File: config.mk
export PLATFORM = sky130hd
export DESIGN_NAME = cla_nibble_seq_ctrl
export DESIGN_NICKNAME = d
export VERILOG_FILES = /design/src/rtl/cla_nibble_seq_ctrl.sv
export SDC_FILE = /design/constraint.sdc
export NUM_CORES = 1
export LEC_CHECK = 0
export ABC_AREA = 1
export BUFFER_PORTS_ARGS = -buffer_cell sky130_fd_sc_hd__buf_2
export CAP_MARGIN = 5
export CORE_MARGIN = 8
export CORE_UTILIZATION = 52
export CTS_CLUSTER_DIAMETER = 30
export DETAILED_ROUTE_END_ITERATION = 8
export PLACE_DENSITY = 0.91
export SYNTH_ARGS = -nofsm -noshare
export SYNTH_HDL_FRONTEND = slang
export SYNTH_SLANG_ARGS = --single-unit
File: constraint.sdc
create_clock -name clk -period 1.71 [get_ports clk]
set_input_delay 0.342 -clock clk [delete_from_list [all_inputs] [get_ports clk]]
set_output_delay 0.342 -clock clk [all_outputs]
set_load 0.03 [all_outputs]
File: src/rtl/cla_nibble_seq_ctrl.sv
// cla_nibble_seq_ctrl: WIDTH-bit add/subtract sequenced over a shared external
// 4-bit carry-lookahead slice, one nibble per clock, LSB nibble first.
module cla_nibble_seq_ctrl #(
    parameter int unsigned WIDTH = 16
) (
    input  logic             clk,
    input  logic             rst,
    input  logic             start,
    input  logic             sub,
    input  logic [WIDTH-1:0] op_a,
    input  logic [WIDTH-1:0] op_b,
    input  logic             cin,
    output logic             busy,
    output logic             done,
    output logic [WIDTH-1:0] result,
    output logic             cout,
    output logic             ovf,
    output logic [3:0]       slice_a,
    output logic [3:0]       slice_b,
    output logic             slice_cin,
    input  logic [3:0]       slice_sum,
    input  logic             slice_cout
);

    localparam int unsigned NIB = WIDTH / 4;
    localparam int unsigned IW  = (NIB > 1) ? $clog2(NIB) : 1;
    localparam logic [IW-1:0] LAST_IDX = IW'(NIB - 1);

    typedef enum logic [1:0] {
        IDLE = 2'd0,
        RUN  = 2'd1,
        DONE = 2'd2
    } state_t;

    state_t          state, state_next;
    logic [WIDTH-1:0] a_r, b_r;
    logic            carry;
    logic [IW-1:0]   idx;
    logic            last_step;

    assign last_step = (idx == LAST_IDX);
    assign busy      = (state != IDLE);
    assign done      = (state == DONE);

    // State register
    always_ff @(posedge clk) begin
        if (rst) begin
            state <= IDLE;
        end else begin
            state <= state_next;
        end
    end

    // Next-state logic
    always_comb begin
        state_next = state;
        case (state)
            IDLE:    if (start) state_next = RUN;
            RUN:     if (last_step) state_next = DONE;
            DONE:    state_next = IDLE;
            default: state_next = IDLE;
        endcase
    end

    // Drive the shared slice only while stepping through nibbles
    always_comb begin
        slice_a   = '0;
        slice_b   = '0;
        slice_cin = 1'b0;
        if (state == RUN) begin
            slice_a   = a_r[{idx, 2'b00} +: 4];
            slice_b   = b_r[{idx, 2'b00} +: 4];
            slice_cin = carry;
        end
    end

    // Operand capture, per-nibble accumulation and flag generation
    always_ff @(posedge clk) begin
        if (rst) begin
            a_r    <= '0;
            b_r    <= '0;
            carry  <= 1'b0;
            idx    <= '0;
            result <= '0;
            cout   <= 1'b0;
            ovf    <= 1'b0;
        end else begin
            case (state)
                IDLE: begin
                    if (start) begin
                        a_r   <= op_a;
                        b_r   <= sub ? ~op_b : op_b;
                        carry <= sub ? 1'b1 : cin;
                        idx   <= '0;
                        cout  <= 1'b0;
                        ovf   <= 1'b0;
                    end
                end
                RUN: begin
                    result[{idx, 2'b00} +: 4] <= slice_sum;
                    carry <= slice_cout;
                    idx   <= idx + IW'(1);
                    // Flags are formed from the final slice outputs so they
                    // register on the same edge that enters DONE.
                    if (last_step) begin
                        idx  <= '0;
                        cout <= slice_cout;
                        ovf  <= (a_r[WIDTH-1] == b_r[WIDTH-1]) &&
                                (slice_sum[3] != a_r[WIDTH-1]);
                    end
                end
                default: ;
            endcase
        end
    end

endmodule

**Word level (Yosys, flattened, before mapping)**

Index checks and enable logic that the tools add are counted.

- Register bits after elaboration: 55

- Mux-type cells: 19
- Shift-type cells: 4
- Bitwise operators: 1
- Equal/unequal tests: 7
- Reductions and logical operators: 8
- $add $sub $neg: 2

Operators with widths:

| cell | count |
|---|---|
| variable part select 16 x 5 -> 4 bit | 2 |
| bitwise mux 16 bit | 1 |
| two-way mux 16 bit | 1 |
| inverter 16 bit | 1 |
| variable shift 4 x 6 -> 16 bit (first input constant) | 1 |
| variable part select 4 x 6 -> 16 bit | 1 |
| two-way mux 2 bit | 4 |
| two-way mux 4 bit | 2 |
| case mux 2 bit (2 select lines) | 2 |
| two-way mux 1 bit | 6 |
| negator 4 -> 6 bit | 1 |
| case mux 1 bit (2 select lines) | 3 |
| AND reduction 2 bit | 3 |
| equality test 2 bit (second input constant) | 2 |
| inequality test 2 bit (second input constant) | 2 |
| nonzero test 2 bit | 2 |
| AND reduction 3 bit | 1 |
| adder 2 x 1 -> 2 bit (second input constant) | 1 |
| equality test 2 x 1 -> 1 bit (second input constant) | 1 |
| zero test 2 bit | 1 |
| equality test 1 bit | 1 |
| logical AND 1 bit | 1 |
| inequality test 1 bit | 1 |

**Longest topological paths before layout**

- Depth after elaboration: 4
- Mapped depth: 10
- Gate-level depth less buffers: 9

**Worst setup path after synthesis**

Ideal clock, no wire load.

- Kind: flip-flop to output port
- Start: register idx[0]
- End: output slice_a[0]
- Cell stages (with the launch flop): 5
- Arrival time: 1348 ps
- Slack: 20 ps
- Path buffers: 1
- Path through: dfxtp_1 -> inv_1 -> clkbuf_1 -> o21ai_0 -> a21oi_1

- Word-level cells in the longest chain between the ends: 2

Ends and longest elaborated chain:

| what | line | source |
|---|---|---|
| from (decl) | 38 | `logic [IW-1:0] idx;` |
| from (signal assigned) | 102 | `idx <= idx + IW'(1);` |
| variable part select 16 x 5 -> 4 bit | 71 | `slice_a = a_r[{idx, 2'b00} +: 4];` |
| two-way mux 4 bit | 70 | `if (state == RUN) begin` |
| to (decl) | 18 | `output logic [3:0] slice_a,` |

Every way passes these cells.

**Worst setup path in the final report**

- Start: register idx[0]
- End: output slice_b[1]

- Word-level cells in the longest chain between the ends: 2

Ends and longest elaborated chain:

| what | line | source |
|---|---|---|
| variable part select 16 x 5 -> 4 bit | 72 | `slice_b = b_r[{idx, 2'b00} +: 4];` |
| two-way mux 4 bit | 70 |  |
| to (decl) | 19 | `output logic [3:0] slice_b,` |

Every way passes these cells.

==> metrics list <==
* Fin. max-slew vios: 0
- First drt pass iteration count: 4
- Once placement finished, the instance area stood at 3060 µm².
- Htree depth: 2
* Critical Path Start: idx[0]
* Leading area contributor after synthesis: sky130_fd_sc_hd__dfxtp_1
* Fraction of layout cells with a size suffix above 1: 0.242
- The synthesized design contains 55 register bits.
- Least setup slack across all paths after layout: -0.0449 ns
- The worst hold path terminates at a_r[5].
- Number of nets produced by synthesis: 432
- The netlist uses 23 different library cells.
* Antenna violations before repair: 0
- Of the synthesized area, sequential elements account for 0.413.
- The net count of the finished layout is 503.
- Based on the critical path, the design can be clocked at up to 570 MHz.
* Tot Pwr: 2.79 mW
- Across every metal layer, demand over resource in global routing totals 0.179.
* Lkg Pwr: 1.51 nW
- For this run, design rule violations remaining after detail routing come to 0.
- The repair_antennas step left the layout with diodes totalling 0.
- The tree is rooted in a sky130_fd_sc_hd__clkbuf_8.
- Mean number of vias per cell: 5.10
- TritonCTS built the clock tree.
- Count of port buffers added during placement: 70
- At the worst endpoint, the required time is 1.37 ns.
* Mapped Area: 2660 µm²
- Die width: 87.6 µm
- The first global-routing pass estimated 11200 µm of wire.
- Mapped Cells: 384
* Area of the die: 7670 µm²
* Actual transition at the worst max-transition pin: 0.475 ns
- The worst hold path was traced through 3 stages.
- Maximum buffer depth of the clock tree: 2
- The clock net in this run drives a total of 55 sinks.
- Wire length per cell: 13.0 µm
- Hold timing on the final database bottoms out at a slack of 0.284 ns.
* Final critical-path share of the clock period: 1.03
- The routed design has 6820 µm of wire.
- For the worst-skew pair, the clock arrives at the later sink with an insertion delay of 0.30 ns.
- Setup repair after global routing could not meet its margin everywhere.
- The total area inside the core boundary comes to 5010 µm².
* Setup skew after layout: 0.00688 ns
- Initial standard-cell utilization of the core: 0.532
* Core utilization of the finished layout: 0.655
- Syn-to-layout area delta: 23.1%
* Total clock buffers created by CTS: 5
* Die outline height: 87.6 µm
- Power spread over the standard cell area amounts to 850 nW/µm².
- Setup-failing EPs final: 6
- Post-route cell area: 3280 µm²
* 1st-iter DRT viols: 165
* Endpoint of the most critical register-to-register path: result[15]
- In this run the most critical hold path is launched from op_a[5].
* Max-capacitance violation count: 0
- During I/O placement, the number of pins put on the boundary was 71.
* Total number of vias: 2679
- Mean area per synthesized cell: 6.94 µm²
- Leading cell types by total area after synthesis: sky130_fd_sc_hd__dfxtp_1, sky130_fd_sc_hd__nand2_1, sky130_fd_sc_hd__nor2_1
* Launch instance of the worst register-to-register path: idx[0]
- Number of buffers inserted by hold repair at cts: 0
- The tightest min-delay check is of the primary input to register type.
- Fin. Hold Viols: 0
- By startpoint and endpoint, the worst setup path is classified as register to output port.
* Peak supply drop: 0.453 mV
- The worst register-to-register path has a setup slack of 0.11 ns.
- For this run, the number of Yosys warnings is 0.
- Failing checks: negative setup slack
- The detail route stage leaves a number of antenna-violating nets equal to 0.
- Once detailed placement completed, the half-perimeter wirelength came to 4910 µm.
- Headroom to the max-slew limit came out at 0.683.
- Status: finished, violations left
- Counting the fill cells in the layout gives 451.
- The via count of the first global-routing pass was 2603.
- Overflow left after global routing: 0
* Largest fanout on the critical path: 7
* Path depth of the worst reg2reg path: 8
- Final period demand of the worst path: 1.75 ns
- Endpoint type of the worst setup path: output port
- Arrival time at the worst endpoint: 1.41 ns
- Largest net degree at the start of global routing: 35
* Share of Yosys cell area claimed by the top area cell type: 0.413
- After clock tree synthesis, the clock-pin slew on the worst setup and hold paths is 0.09 ns.
- The initialized floorplan defines 26 standard-cell rows.
- The congestion estimate from routability-driven global placement came to 0.918.
- The worst setup path is launched from a register.
-- how the worst max path moves through the flow --
stage | slack, ns | end
finish | -0.04 | slice_b[1]
global route | -0.11 | slice_b[1]
CTS | -0.002 | slice_b[0]
detailed placement | 0.19 | result[15]
global placement | 0.27 | slice_a[2]
floorplan | 0.02 | slice_a[0]
-- cell usage after synthesis --
library cell                n
sky130_fd_sc_hd__inv_2      1
sky130_fd_sc_hd__nand3_1   12
sky130_fd_sc_hd__clkinv_2   1
sky130_fd_sc_hd__ha_1       6
sky130_fd_sc_hd__o21ai_0   33
sky130_fd_sc_hd__nand2_2    1
sky130_fd_sc_hd__clkbuf_1   6
sky130_fd_sc_hd__xor2_1    16
sky130_fd_sc_hd__buf_1      1
sky130_fd_sc_hd__buf_4      3
sky130_fd_sc_hd__inv_1     24
sky130_fd_sc_hd__a21oi_1   45
sky130_fd_sc_hd__nand2_1   89
sky130_fd_sc_hd__nor2_2     2
sky130_fd_sc_hd__buf_2      6
sky130_fd_sc_hd__nand2_4    1
sky130_fd_sc_hd__clkbuf_2   1
sky130_fd_sc_hd__o211ai_1   2
sky130_fd_sc_hd__nor2_4     1
sky130_fd_sc_hd__dfxtp_1   55
sky130_fd_sc_hd__nor3_1     1
sky130_fd_sc_hd__nor2_1    73
sky130_fd_sc_hd__buf_6      4
-- cell usage in the layout (no fill, tap or decap), drive strengths merged --
master	synthesis	layout
xor2	16	16
nand3	12	12
inv	25	25
o21ai	33	33
clkinv	1	1
nor3	1	1
clkbuf	7	6
dfxtp	55	55
a21oi	45	45
nand2	91	91
nor2	76	76
o211ai	2	2
buf	14	85
ha	6	6
bufinv	0	1
-- worst max-delay path, cell delays in order (launching register included) --
cell	delay (ns)
sky130_fd_sc_hd__dfxtp_4	0.38
sky130_fd_sc_hd__buf_8	0.13
sky130_fd_sc_hd__nor2_2	0.04
sky130_fd_sc_hd__nor2_1	0.13
sky130_fd_sc_hd__o21ai_1	0.08
sky130_fd_sc_hd__a21oi_1	0.16
sky130_fd_sc_hd__buf_4	0.18
-- area by class of cell --
cell class / instances / area [µm²] / share of cell area
Clock buffer: 6 / 72.6 / 0.0221
Clock inverter: 1 / 30.0 / 0.00916
Inverter: 26 / 98.8 / 0.0301
Multi-Input combinational cell: 282 / 1380 / 0.420
Sequential cell: 55 / 1110 / 0.337
Tap cell: 70 / 87.6 / 0.0267
Timing Repair Buffer: 85 / 505 / 0.154
-- timing repair --
item / CTS / global route
endpoints found under the setup margin: 8 / 9
resized for setup: 18 / 27
pin swaps: 3 / 9
cloned: 1 / 1
setup buffers: 2 / 0
-- per-layer routing --
metal,share of wire,GRT usage,routed length [µm],up-vias
li1,-,-,-,1351
met1,0.42,0.205,2840,1221
met2,0.48,0.304,3290,95
met3,0.084,0.0544,574,12
met4,0.016,0.0703,111,0
met5,0,0,0,-
-- power by group --
| group | switching, mW | internal [mW] |
|---|---|---|
| Clock | 0.395 | 0.430 |
| Sequential | 0.0497 | 1.36 |
| Combinational | 0.340 | 0.215 |
| Total | 0.784 | 2.00 |
-- logic make-up (layout without fill, tap and decap cells) --
logic type,count (synthesis),after routing,synth area share
and+or+nand+nor,180,180,0.268
AOI/OAI and AO/OA,80,80,0.152
DFF,55,55,0.413
buffers and inverters,47,118,0.0855
xor gates and xnor gates,16,16,0.0526
adders and majority gates,6,6,0.0282
-- state kept, by name, summed over array words and instances (netlist names) --
signal  cells
state       2
cout        1
carry       1
result     16
idx         2
ovf         1
a_r        16
b_r        16
-- through the flow --
stage / setup TNS, ns / instances / worst slack, ns
floorplan: 0 / 384 / 0.0199
global placement: 0 / 514 / 0.272
detailed placement: 0 / 514 / 0.193
CTS: -0.00272 / 524 / -0.00157
global route: -0.725 / 525 / -0.106
finish: -0.0955 / 525 / -0.0449
No activity file was read; power rests on OpenSTA's default activity.
